**config.mk**
```make
export PLATFORM = sky130hd
export DESIGN_NAME = fat32_boot_parser
export DESIGN_NICKNAME = d
export VERILOG_FILES = /design/src/rtl/fat32_pkg.sv /design/src/rtl/boot_byte_counter.sv /design/src/rtl/fat32_boot_parser.sv
export SDC_FILE = /design/constraint.sdc
export NUM_CORES = 1
export LEC_CHECK = 0
export ABC_AREA = 1
export ABC_CLOCK_PERIOD_IN_PS = 6850
export BUFFER_PORTS_ARGS = -buffer_cell sky130_fd_sc_hd__buf_2
export CAP_MARGIN = 20
export CELL_PAD_IN_SITES_DETAIL_PLACEMENT = 2
export CELL_PAD_IN_SITES_GLOBAL_PLACEMENT = 2
export CORE_UTILIZATION = 32
export CTS_CLUSTER_DIAMETER = 100
export DETAILED_ROUTE_END_ITERATION = 6
export GPL_ROUTABILITY_DRIVEN = 0
export PLACE_DENSITY_LB_ADDON = 0.08
export SETUP_SLACK_MARGIN = 0.2
export SLEW_MARGIN = 0
export SYNTH_ARGS = -nofsm -noshare
export SYNTH_HDL_FRONTEND = slang
export SYNTH_HIERARCHICAL = 1
export SYNTH_SLANG_ARGS = --single-unit
```
**constraint.sdc**
```tcl
create_clock -name clk -period 6.85 [get_ports clk]
set_input_delay 1.37 -clock clk [delete_from_list [all_inputs] [get_ports clk]]
set_output_delay 1.37 -clock clk [all_outputs]
set_load 0.01 [all_outputs]
```
**src/rtl/fat32_pkg.sv**
```systemverilog
// Shared constants and types for the FAT32 boot-sector parser: field offsets,
// partition types, error codes and FSM state encoding.
package fat32_pkg;

  typedef enum logic [1:0] {
    StIdle,
    StCollect,
    StCheck
  } state_e;

  localparam int unsigned OffBps      = 32'h00B;
  localparam int unsigned OffSpc      = 32'h00D;
  localparam int unsigned OffRsv      = 32'h00E;
  localparam int unsigned OffNumFats  = 32'h010;
  localparam int unsigned OffFatSize  = 32'h024;
  localparam int unsigned OffRootClus = 32'h02C;
  localparam int unsigned OffPartType = 32'h1C2;
  localparam int unsigned OffPartLba  = 32'h1C6;
  localparam int unsigned OffSig      = 32'h1FE;

  localparam logic [7:0] PartTypeFat32Chs = 8'h0B;
  localparam logic [7:0] PartTypeFat32Lba = 8'h0C;

  localparam logic [7:0]  Sig0        = 8'h55;
  localparam logic [7:0]  Sig1        = 8'hAA;
  localparam logic [15:0] BpsRequired = 16'h0200;

  localparam logic [2:0] ErrOk    = 3'd0;
  localparam logic [2:0] ErrSig   = 3'd1;
  localparam logic [2:0] ErrType  = 3'd2;
  localparam logic [2:0] ErrBps   = 3'd3;
  localparam logic [2:0] ErrShort = 3'd4;
  localparam logic [2:0] ErrLong  = 3'd5;

  function automatic logic in_field(logic [31:0] idx, int unsigned base, int unsigned len);
    return (idx >= base) && (idx < base + len);
  endfunction

  // Bit offset of the byte lane for a 32-bit little-endian field.
  function automatic logic [4:0] lane_lsb(logic [31:0] idx, int unsigned base);
    logic [31:0] diff;
    diff = idx - base;
    return {diff[1:0], 3'b000};
  endfunction

endpackage

```
**src/rtl/boot_byte_counter.sv**
```systemverilog
// Saturating byte counter for one block; flags any strobe beyond BLOCK_BYTES.
module boot_byte_counter #(
  parameter int unsigned BLOCK_BYTES = 512,
  parameter int unsigned CNT_W       = 10
) (
  input  logic             clk,
  input  logic             rst,
  input  logic             clear_i,
  input  logic             incr_i,
  output logic [CNT_W-1:0] count_o,
  output logic             overflow_o
);

  logic [CNT_W-1:0] count_d, count_q;
  logic             ovf_d, ovf_q;

  always_comb begin
    count_d = count_q;
    ovf_d   = ovf_q;
    if (clear_i) begin
      count_d = '0;
      ovf_d   = 1'b0;
    end else if (incr_i) begin
      if (count_q == CNT_W'(BLOCK_BYTES)) begin
        ovf_d = 1'b1;
      end else begin
        count_d = count_q + CNT_W'(1);
      end
    end
  end

  always_ff @(posedge clk or posedge rst) begin
    if (rst) begin
      count_q <= '0;
      ovf_q   <= 1'b0;
    end else begin
      count_q <= count_d;
      ovf_q   <= ovf_d;
    end
  end

  assign count_o    = count_q;
  assign overflow_o = ovf_q;

endmodule

```
**src/rtl/fat32_boot_parser.sv**
```systemverilog
// Parses a 512-byte MBR or FAT32 volume boot record from the SD byte stream and
// reports partition LBA or BPB geometry plus a validation result.
module fat32_boot_parser
  import fat32_pkg::*;
#(
  parameter int unsigned BLOCK_BYTES = 512,
  parameter int unsigned CNT_W       = 10
) (
  input  logic        clk,
  input  logic        rst,
  input  logic        start,
  input  logic        mode,
  input  logic [7:0]  in_byte,
  input  logic        byte_strobe,
  input  logic        block_done,
  output logic        busy,
  output logic        done,
  output logic        error,
  output logic [2:0]  error_code,
  output logic [31:0] partition_lba,
  output logic [15:0] bytes_per_sector,
  output logic [7:0]  sectors_per_cluster,
  output logic [15:0] reserved_sectors,
  output logic [7:0]  num_fats,
  output logic [31:0] fat_size,
  output logic [31:0] root_cluster
);

  state_e      state_d, state_q;
  logic        mode_d, mode_q;
  logic        busy_d, busy_q;
  logic        done_d, done_q;
  logic        error_d, error_q;
  logic [2:0]  code_d, code_q;
  logic [31:0] lba_d, lba_q;
  logic [15:0] bps_d, bps_q;
  logic [7:0]  spc_d, spc_q;
  logic [15:0] rsv_d, rsv_q;
  logic [7:0]  nfat_d, nfat_q;
  logic [31:0] fsz_d, fsz_q;
  logic [31:0] root_d, root_q;
  logic [7:0]  ptype_d, ptype_q;
  logic [7:0]  sig0_d, sig0_q;
  logic [7:0]  sig1_d, sig1_q;

  logic [CNT_W-1:0] count;
  logic             overflow;
  logic             cnt_clear, cnt_incr;
  logic [31:0]      idx;

  assign cnt_clear = (state_q == StIdle) && start;
  assign cnt_incr  = (state_q == StCollect) && byte_strobe;
  assign idx       = 32'(count);

  boot_byte_counter #(
    .BLOCK_BYTES(BLOCK_BYTES),
    .CNT_W      (CNT_W)
  ) u_counter (
    .clk       (clk),
    .rst       (rst),
    .clear_i   (cnt_clear),
    .incr_i    (cnt_incr),
    .count_o   (count),
    .overflow_o(overflow)
  );

  always_comb begin
    state_d = state_q;
    mode_d  = mode_q;
    busy_d  = busy_q;
    done_d  = 1'b0;
    error_d = error_q;
    code_d  = code_q;
    lba_d   = lba_q;
    bps_d   = bps_q;
    spc_d   = spc_q;
    rsv_d   = rsv_q;
    nfat_d  = nfat_q;
    fsz_d   = fsz_q;
    root_d  = root_q;
    ptype_d = ptype_q;
    sig0_d  = sig0_q;
    sig1_d  = sig1_q;

    unique case (state_q)
      StIdle: begin
        if (start) begin
          state_d = StCollect;
          mode_d  = mode;
          busy_d  = 1'b1;
          error_d = 1'b0;
          code_d  = ErrOk;
          lba_d   = '0;
          bps_d   = '0;
          spc_d   = '0;
          rsv_d   = '0;
          nfat_d  = '0;
          fsz_d   = '0;
          root_d  = '0;
          ptype_d = '0;
          sig0_d  = '0;
          sig1_d  = '0;
        end
      end
      StCollect: begin
        if (byte_strobe) begin
          if (mode_q) begin
            if (idx == OffBps)       bps_d[7:0]   = in_byte;
            if (idx == OffBps + 1)   bps_d[15:8]  = in_byte;
            if (idx == OffSpc)       spc_d        = in_byte;
            if (idx == OffRsv)       rsv_d[7:0]   = in_byte;
            if (idx == OffRsv + 1)   rsv_d[15:8]  = in_byte;
            if (idx == OffNumFats)   nfat_d       = in_byte;
            if (in_field(idx, OffFatSize, 4))  fsz_d[lane_lsb(idx, OffFatSize) +: 8]  = in_byte;
            if (in_field(idx, OffRootClus, 4)) root_d[lane_lsb(idx, OffRootClus) +: 8] = in_byte;
          end else begin
            if (idx == OffPartType) ptype_d = in_byte;
            if (in_field(idx, OffPartLba, 4)) lba_d[lane_lsb(idx, OffPartLba) +: 8] = in_byte;
          end
          if (idx == OffSig)     sig0_d = in_byte;
          if (idx == OffSig + 1) sig1_d = in_byte;
        end
        if (block_done) state_d = StCheck;
      end
      StCheck: begin
        // Counter already includes a byte that arrived alongside block_done.
        if (count < CNT_W'(BLOCK_BYTES)) begin
          code_d = ErrShort;
        end else if (overflow) begin
          code_d = ErrLong;
        end else if (sig0_q != Sig0 || sig1_q != Sig1) begin
          code_d = ErrSig;
        end else if (!mode_q && ptype_q != PartTypeFat32Chs && ptype_q != PartTypeFat32Lba) begin
          code_d = ErrType;
        end else if (mode_q && bps_q != BpsRequired) begin
          code_d = ErrBps;
        end else begin
          code_d = ErrOk;
        end
        error_d = (code_d != ErrOk);
        done_d  = 1'b1;
        busy_d  = 1'b0;
        state_d = StIdle;
      end
      default: state_d = StIdle;
    endcase
  end

  always_ff @(posedge clk or posedge rst) begin
    if (rst) begin
      state_q <= StIdle;
      mode_q  <= 1'b0;
      busy_q  <= 1'b0;
      done_q  <= 1'b0;
      error_q <= 1'b0;
      code_q  <= ErrOk;
      lba_q   <= '0;
      bps_q   <= '0;
      spc_q   <= '0;
      rsv_q   <= '0;
      nfat_q  <= '0;
      fsz_q   <= '0;
      root_q  <= '0;
      ptype_q <= '0;
      sig0_q  <= '0;
      sig1_q  <= '0;
    end else begin
      state_q <= state_d;
      mode_q  <= mode_d;
      busy_q  <= busy_d;
      done_q  <= done_d;
      error_q <= error_d;
      code_q  <= code_d;
      lba_q   <= lba_d;
      bps_q   <= bps_d;
      spc_q   <= spc_d;
      rsv_q   <= rsv_d;
      nfat_q  <= nfat_d;
      fsz_q   <= fsz_d;
      root_q  <= root_d;
      ptype_q <= ptype_d;
      sig0_q  <= sig0_d;
      sig1_q  <= sig1_d;
    end
  end

  assign busy                = busy_q;
  assign done                = done_q;
  assign error               = error_q;
  assign error_code          = code_q;
  assign partition_lba       = lba_q;
  assign bytes_per_sector    = bps_q;
  assign sectors_per_cluster = spc_q;
  assign reserved_sectors    = rsv_q;
  assign num_fats            = nfat_q;
  assign fat_size            = fsz_q;
  assign root_cluster        = root_q;

endmodule

```
==> flow_metrics.env, run 1 <==
export IMPL_final_cell_mix="nand2_1, dfrtp_1, buf_2"
export IMPL_nets=1240
export IMPL_drc=0
export IMPL_post_cts_buffers=0
export IMPL_syn_to_final_growth_pct=19.2
export IMPL_dp_slack_ns=3.24
export IMPL_worstHoldStart="fat_size[3]$_DFFE_PP0P_"
export IMPL_cp_end_kind="register"
export IMPL_fmax_mhz=318
export IMPL_synth_cells=1073
export IMPL_drt_iter0_markers=416
export IMPL_postCtsResizedCells=0
export IMPL_drive_gt1_frac=0.187
export IMPL_grt_pass1_vias=8145
export IMPL_hold_path_class="reg2reg"
export IMPL_placed_cell_area_um2=9740
export IMPL_clock_latency_ns=0.44
export IMPL_ant_nets=0
export IMPL_wl_met2_mm=13.4
export IMPL_rr_endpoint="root_cluster[30]$_DFFE_PP0P_"
export IMPL_multi_input_area_um2=3430
export IMPL_antenna_found_initial=1
export IMPL_core_area_um2=26400
export IMPL_die_h_um=167
export IMPL_grt_ovfl_total=0
export IMPL_syn_area_um2=8680
export IMPL_period_share=0.459
export IMPL_wl_per_cell_um=18.6
export IMPL_firstDrtPassIters=4
export IMPL_io_pins=164
export IMPL_critPathMaxStageDelay_ns=0.69
export IMPL_fin_crit_ns=3.14
export IMPL_route_met3_wl_um=974
export IMPL_cts_tree="built"
export IMPL_routed_top_layer="met5"
export IMPL_fillers=3094
export IMPL_total_power_mw=3.74
export IMPL_power_leakage_nw=5.49
export IMPL_cts_made_buffers=17
export IMPL_synth_fa_ha_area_frac=0.0144
export IMPL_startpoint="state_q[1]$_DFFE_PP0P_"
export IMPL_relSlewSlack=0.392
export IMPL_synth_top_family_by_area="simple AND/OR/NAND/NOR gates"
export IMPL_slew_viol_final=0
export IMPL_p_per_area_nw_per_um2=362
export IMPL_rows=59
export IMPL_cp_arrival_ns=3.49
export IMPL_cp_cell_sequence="inv_1 > nand2_2 > inv_2 > nand2_4 > a21oi_4 > buf_4 > nand3_1 > o21ai_0"
export IMPL_die_area_um2=27800
export IMPL_die_w_um=167
export IMPL_n_antenna_cell=0
export IMPL_synth_xor_area_share=0
export IMPL_start_kind="register"
export IMPL_crit_family="compound AO/OA/AOI/OAI gates"
export IMPL_stdcell_area_um2=10300
export IMPL_peakVddDrop_mv=0.123
export IMPL_tns_ns=0
export IMPL_worst_setup_path_type="reg2reg"
export IMPL_crit_fanout=32
export IMPL_cts_max_level=4
export IMPL_r2r_setup_slack_ns=3.71
export IMPL_io_buffers=163
export IMPL_cts_hold_buffers=0
export IMPL_cts_root_buf="clkbuf_16"
export IMPL_grt_pass1_wl_mm=46.8
export IMPL_yosys_warnings=6
export IMPL_holdPathEnd="fat_size[3]$_DFFE_PP0P_"
export IMPL_cts_buffer_depth=2
export IMPL_finalHoldViolCount=0
export IMPL_synth_cell_types=25
export IMPL_clock_sinks=188
export IMPL_maxCapViolCount=0
export IMPL_grt_start_max_net_pins=74
export IMPL_cp_num_buf_inv=3
export IMPL_via_per_inst=4.99
export IMPL_worstPathRequired_ns=7.20
export IMPL_instances_no_fill=1564
export IMPL_regArea_um2=4700
export IMPL_synth_compound_area_share=0.0772
export IMPL_finalSetupViolCount=0
export IMPL_fin_ws_ns=3.71
export IMPL_clk_pin_slew_worst_paths_ns=0.08
export IMPL_slowest_stage="a21oi_4"
export IMPL_finClkSkew_ns=0.0130
export IMPL_drt_wl_total_mm=29.2
export IMPL_avgSynthCellArea_um2=8.09
export IMPL_wl_met1_mm=14.4
export IMPL_dpl_hpwl_mm=20.6
export IMPL_grt_use_total=0.216
export IMPL_worstRegToRegCells=8
export IMPL_dp_cells=1532
export IMPL_yosysSeqAreaShare=0.542
export IMPL_whs_path_depth=2
export IMPL_tightest_slew_ns=0.913
export IMPL_syn_num_nets=1097
export IMPL_ys_ff_latch=188
export IMPL_vias=7809
export IMPL_r2r_start="state_q[1]$_DFFE_PP0P_"
export IMPL_status="finished clean"
export IMPL_synth_mux_area_frac=0
export IMPL_synthSimpleGateAreaFrac=0.304
export IMPL_rsz0062_at_grt="false"
export IMPL_start_util=0.329
export IMPL_layout_commonest_cell="nand2_1"
-- how the worst max path moves through the flow --
stage	cells after the start	slack, ns	end
2_1_floorplan	1	0.68	busy$_DFFE_PP0P_
3_3_place_gp	7	3.33	root_cluster[25]$_DFFE_PP0P_
3_5_place_dp	6	3.24	root_cluster[30]$_DFFE_PP0P_
4_1_cts	7	3.67	root_cluster[2]$_DFFE_PP0P_
5_1_grt	8	3.33	root_cluster[30]$_DFFE_PP0P_
6_report	8	3.71	root_cluster[30]$_DFFE_PP0P_
-- worst reg2reg max path, stage by stage, from the launching register on --
cell and delay (ns):
dfrtp_1 0.38, inv_1 0.09, nand2_2 0.16, inv_2 0.47
nand2_4 0.13, a21oi_4 0.70, buf_4 0.39, nand3_1 0.41
o21ai_0 0.33
-- routing by layer --
| metal | global-route usage | vias up |
|---|---|---|
| met1 | 0.304 | 3899 |
| met2 | 0.346 | 139 |
| met5 | 0 | - |
| met3 | 0.0337 | 21 |
| li1 | - | 3748 |
| met4 | 0.0543 | 2 |
-- per-stage QoR --
stage                     hold slack (ns)  utilization
after floorplan                     0.442            -
after CTS                           0.480        0.392
after global placement              0.450        0.369
after detailed placement            0.461        0.369
after global routing                0.494        0.392
final                               0.471        0.392
-- area by class of cell --
cell class                      count  share of cell area
Tap cell                          335              0.0405
Clock inverter                     14              0.0162
Sequential cell                   188               0.455
Inverter                           84              0.0310
Timing Repair Buffer              169              0.0832
Clock buffer                       18              0.0425
Multi-Input combinational cell    756               0.332
-- sequential cells by signal, summed over array words and instances, names as in the netlist --
signal,flops
num_fats,8
u_counter/overflow_o,1
busy,1
done,1
sectors_per_cluster,8
u_counter/count_o,10
state_q,2
partition_lba,32
fat_size,32
ptype_q,8
bytes_per_sector,16
error,1
mode_q,1
reserved_sectors,16
root_cluster,32
sig1_q,8
sig0_q,8
error_code,3
-- power by group --
| part | internal, mW | switching (mW) |
|---|---|---|
| Clock | 0.504 | 0.507 |
| Sequential | 1.33 | 0.183 |
| Combinational | 0.333 | 0.886 |
-- Yosys cell counts --
cell type  instances  area share
nor2_1           117       0.051
buf_2             24       0.014
nor3_2             1      0.0012
nor2_2             5      0.0036
nand3_1           34       0.020
o21ai_1            5      0.0029
a21oi_1            2      0.0012
nor3_1             1     0.00058
buf_1              1     0.00043
o21ai_0          106       0.061
dfrtp_1          188        0.54
ha_1              10       0.014
a21oi_4            1      0.0019
inv_1             83       0.036
nand2_4            2      0.0026
inv_2              1     0.00043
o21ai_2           10       0.010
buf_6              3      0.0039
nand2_2            4      0.0029
clkbuf_1          16      0.0069
nand3b_1           3      0.0026
nand4_1           77       0.056
nand2_1          374        0.16
or2_2              4      0.0029
buf_4              1     0.00087
-- cells by family (layout without fill, tap and decap cells) --
kind of cell             after synthesis  in the layout
AO/OA/AOI/OAI                        124            124
adder cells (fa/ha/maj)               10             10
buffers and inverters                129            285
flip-flops                           188            188
AND/OR/NAND/NOR                      622            622
Power figures use the tool's default switching activity.
==> run 2: changes to the inputs <==
--- a/config.mk
+++ b/config.mk
@@ -6,12 +6,12 @@
 export NUM_CORES = 1
 export LEC_CHECK = 0
 export ABC_AREA = 1
-export ABC_CLOCK_PERIOD_IN_PS = 6850
+export ABC_CLOCK_PERIOD_IN_PS = 2600
 export BUFFER_PORTS_ARGS = -buffer_cell sky130_fd_sc_hd__buf_2
 export CAP_MARGIN = 20
 export CELL_PAD_IN_SITES_DETAIL_PLACEMENT = 2
 export CELL_PAD_IN_SITES_GLOBAL_PLACEMENT = 2
-export CORE_UTILIZATION = 32
+export CORE_UTILIZATION = 29
 export CTS_CLUSTER_DIAMETER = 100
 export DETAILED_ROUTE_END_ITERATION = 6
 export GPL_ROUTABILITY_DRIVEN = 0
==> constraint.sdc (replaced) <==
create_clock -name clk -period 2.6 [get_ports clk]
set_input_delay 0.52 -clock clk [delete_from_list [all_inputs] [get_ports clk]]
set_output_delay 0.52 -clock clk [all_outputs]
set_load 0.01 [all_outputs]
==> run 2 against run 1 <==
Net effect: clock skew increased by 0.0017 ns; die area increased by 10%; final area increased by 2.5%; total power increased to 2.7 times the previous value; sequential power increased to 2.6 times the previous value; maximum frequency increased by 43%; hold slack got worse by 0.34 ns; wire length increased by 2.9%; core utilization decreased by 2.8 points; final cell count increased by 4.5%; largest cell class unchanged; highest routed layer unchanged.
==> flow_metrics.env, run 2 (same netlist as run 1, synthesis figures left out) <==
export IMPL_die_w_um=175
export IMPL_placed_cell_area_um2=10000
export IMPL_hold_path_class="in2async"
export IMPL_n_antenna_cell=0
export IMPL_p_int_mw=6.04
export IMPL_post_cts_buffers=0
export IMPL_grt_pass1_vias=8312
export IMPL_start_util=0.298
export IMPL_fin_crit_ns=2.20
export IMPL_die_h_um=175
export IMPL_layout_commonest_cell="nand2_1"
export IMPL_status="finished clean"
export IMPL_power_share_clock=0.264
export IMPL_grt_use_total=0.201
export IMPL_post_route_util=0.365
export IMPL_period_share=0.847
export IMPL_p_sw_frac=0.404
export IMPL_drc=0
export IMPL_worstPathRequired_ns=2.89
export IMPL_die_area_um2=30600
export IMPL_grt_ovfl_total=0
export IMPL_stdcell_area_um2=10600
export IMPL_slew_viol_final=0
export IMPL_worstRegToRegCells=9
export IMPL_vias=7924
export IMPL_cts_hold_buffers=0
export IMPL_cts_tree="built"
export IMPL_io_pins=164
export IMPL_finalSetupViolCount=0
export IMPL_grt_pass1_wl_mm=47.8
export IMPL_nets=1262
export IMPL_grt_start_max_net_pins=117
export IMPL_final_cell_mix="nand2_1, dfrtp_1, buf_2"
export IMPL_clock_sinks=188
export IMPL_cp_arrival_ns=2.49
export IMPL_crit_fanout=46
export IMPL_wl_per_cell_um=18.4
export IMPL_io_buffers=163
export IMPL_via_per_inst=4.85
export IMPL_drt_iter0_markers=393
export IMPL_postCtsResizedCells=0
export IMPL_dpl_hpwl_mm=21.6
export IMPL_peakVddDrop_mv=0.391
export IMPL_multi_input_area_um2=3440
export IMPL_relSlewSlack=0.526
export IMPL_cts_max_level=4
export IMPL_clock_latency_ns=0.44
export IMPL_fmax_mhz=454
export IMPL_finClkSkew_ns=0.0147
export IMPL_rsz0062_at_grt="false"
export IMPL_power_leakage_nw=5.60
export IMPL_cts_made_buffers=17
export IMPL_drive_gt1_frac=0.202
export IMPL_rows=62
export IMPL_total_power_mw=10.1
export IMPL_p_sw_mw=4.10
export IMPL_firstDrtPassIters=4
export IMPL_tightest_slew_ns=0.711
export IMPL_regArea_um2=4700
export IMPL_finalHoldViolCount=0
export IMPL_cts_buffer_depth=2
export IMPL_ant_nets=0
export IMPL_start_kind="register"
export IMPL_syn_to_final_growth_pct=22.2
export IMPL_p_per_area_nw_per_um2=956
export IMPL_clk_pin_slew_worst_paths_ns=0.08
export IMPL_drt_wl_total_mm=30.0
export IMPL_core_area_um2=29100
export IMPL_r2r_setup_slack_ns=0.40
export IMPL_cp_end_kind="register"
export IMPL_maxCapViolCount=0
export IMPL_worst_setup_path_type="reg2reg"
export IMPL_p_comb_frac=0.347
export IMPL_fillers=3399
export IMPL_cts_root_buf="clkbuf_16"
export IMPL_seqPwrFrac=0.389
export IMPL_antenna_found_initial=2
## run 2: path summary, 6_finish.rpt
kind,from,endpoint
worst max-delay path,state_q[1]$_DFFE_PP0P_,bytes_per_sector[9]$_DFFE_PP0P_
worst min-delay path,rst,u_counter/count_o[2]$_DFFE_PP0P_
worst max register to register,state_q[1]$_DFFE_PP0P_,bytes_per_sector[9]$_DFFE_PP0P_
worst min register to register,partition_lba[15]$_DFFE_PP0P_,partition_lba[15]$_DFFE_PP0P_
max in group asynchronous,rst,root_cluster[31]$_DFFE_PP0P_
min in group clk,block_done,state_q[0]$_DFFE_PP0P_
## run 2: stage by stage
| stage | hold WS, ns | setup TNS [ns] | setup WS (ns) | instances |
|---|---|---|---|---|
| after global placement | 0.452 | 0 | 0.429 | 1603 |
| after floorplan | 0.372 | -33.03 | -0.187 | 1073 |
| after detailed placement | 0.459 | 0 | 0.322 | 1603 |
| after global routing | 0.164 | 0 | 0.204 | 1634 |
| final | 0.132 | 0 | 0.397 | 1634 |
| after CTS | 0.137 | 0 | 0.272 | 1634 |
## run 2: worst max-delay path: stages (launching register included)
cell	delay [ns]
dfrtp_1	0.38
inv_1	0.09
nand2_2	0.06
inv_2	0.31
nand2_4	0.12
a21oi_4	0.18
buf_12	0.25
nand2_1	0.39
nand2_1	0.17
o21ai_0	0.09
## run 2: power groups by stage
stage | registers, mW | logic, mW | clock network, mW
floorplan | 4.10 | 1.93 | 0
global placement | 3.98 | 3.43 | 0
detailed placement | 4.00 | 3.55 | 0
CTS | 3.95 | 3.56 | 2.77
global route | 4.01 | 3.92 | 2.86
finish | 3.94 | 3.52 | 2.67
## run 2: cell type report
class,count,area share
Tap cell,384,0.0453
Inverter,84,0.0301
Sequential cell,188,0.444
Clock inverter,9,0.0105
Clock buffer,22,0.0447
Timing Repair Buffer,191,0.101
Multi-Input combinational cell,756,0.324
## run 2: per-layer routing
layer,GRT usage,share of wire,vias up
li1,-,-,3780
met1,0.295,0.50,3982
met2,0.310,0.45,134
met3,0.0309,0.031,24
met4,0.0478,0.012,4
met5,0,0.00083,-
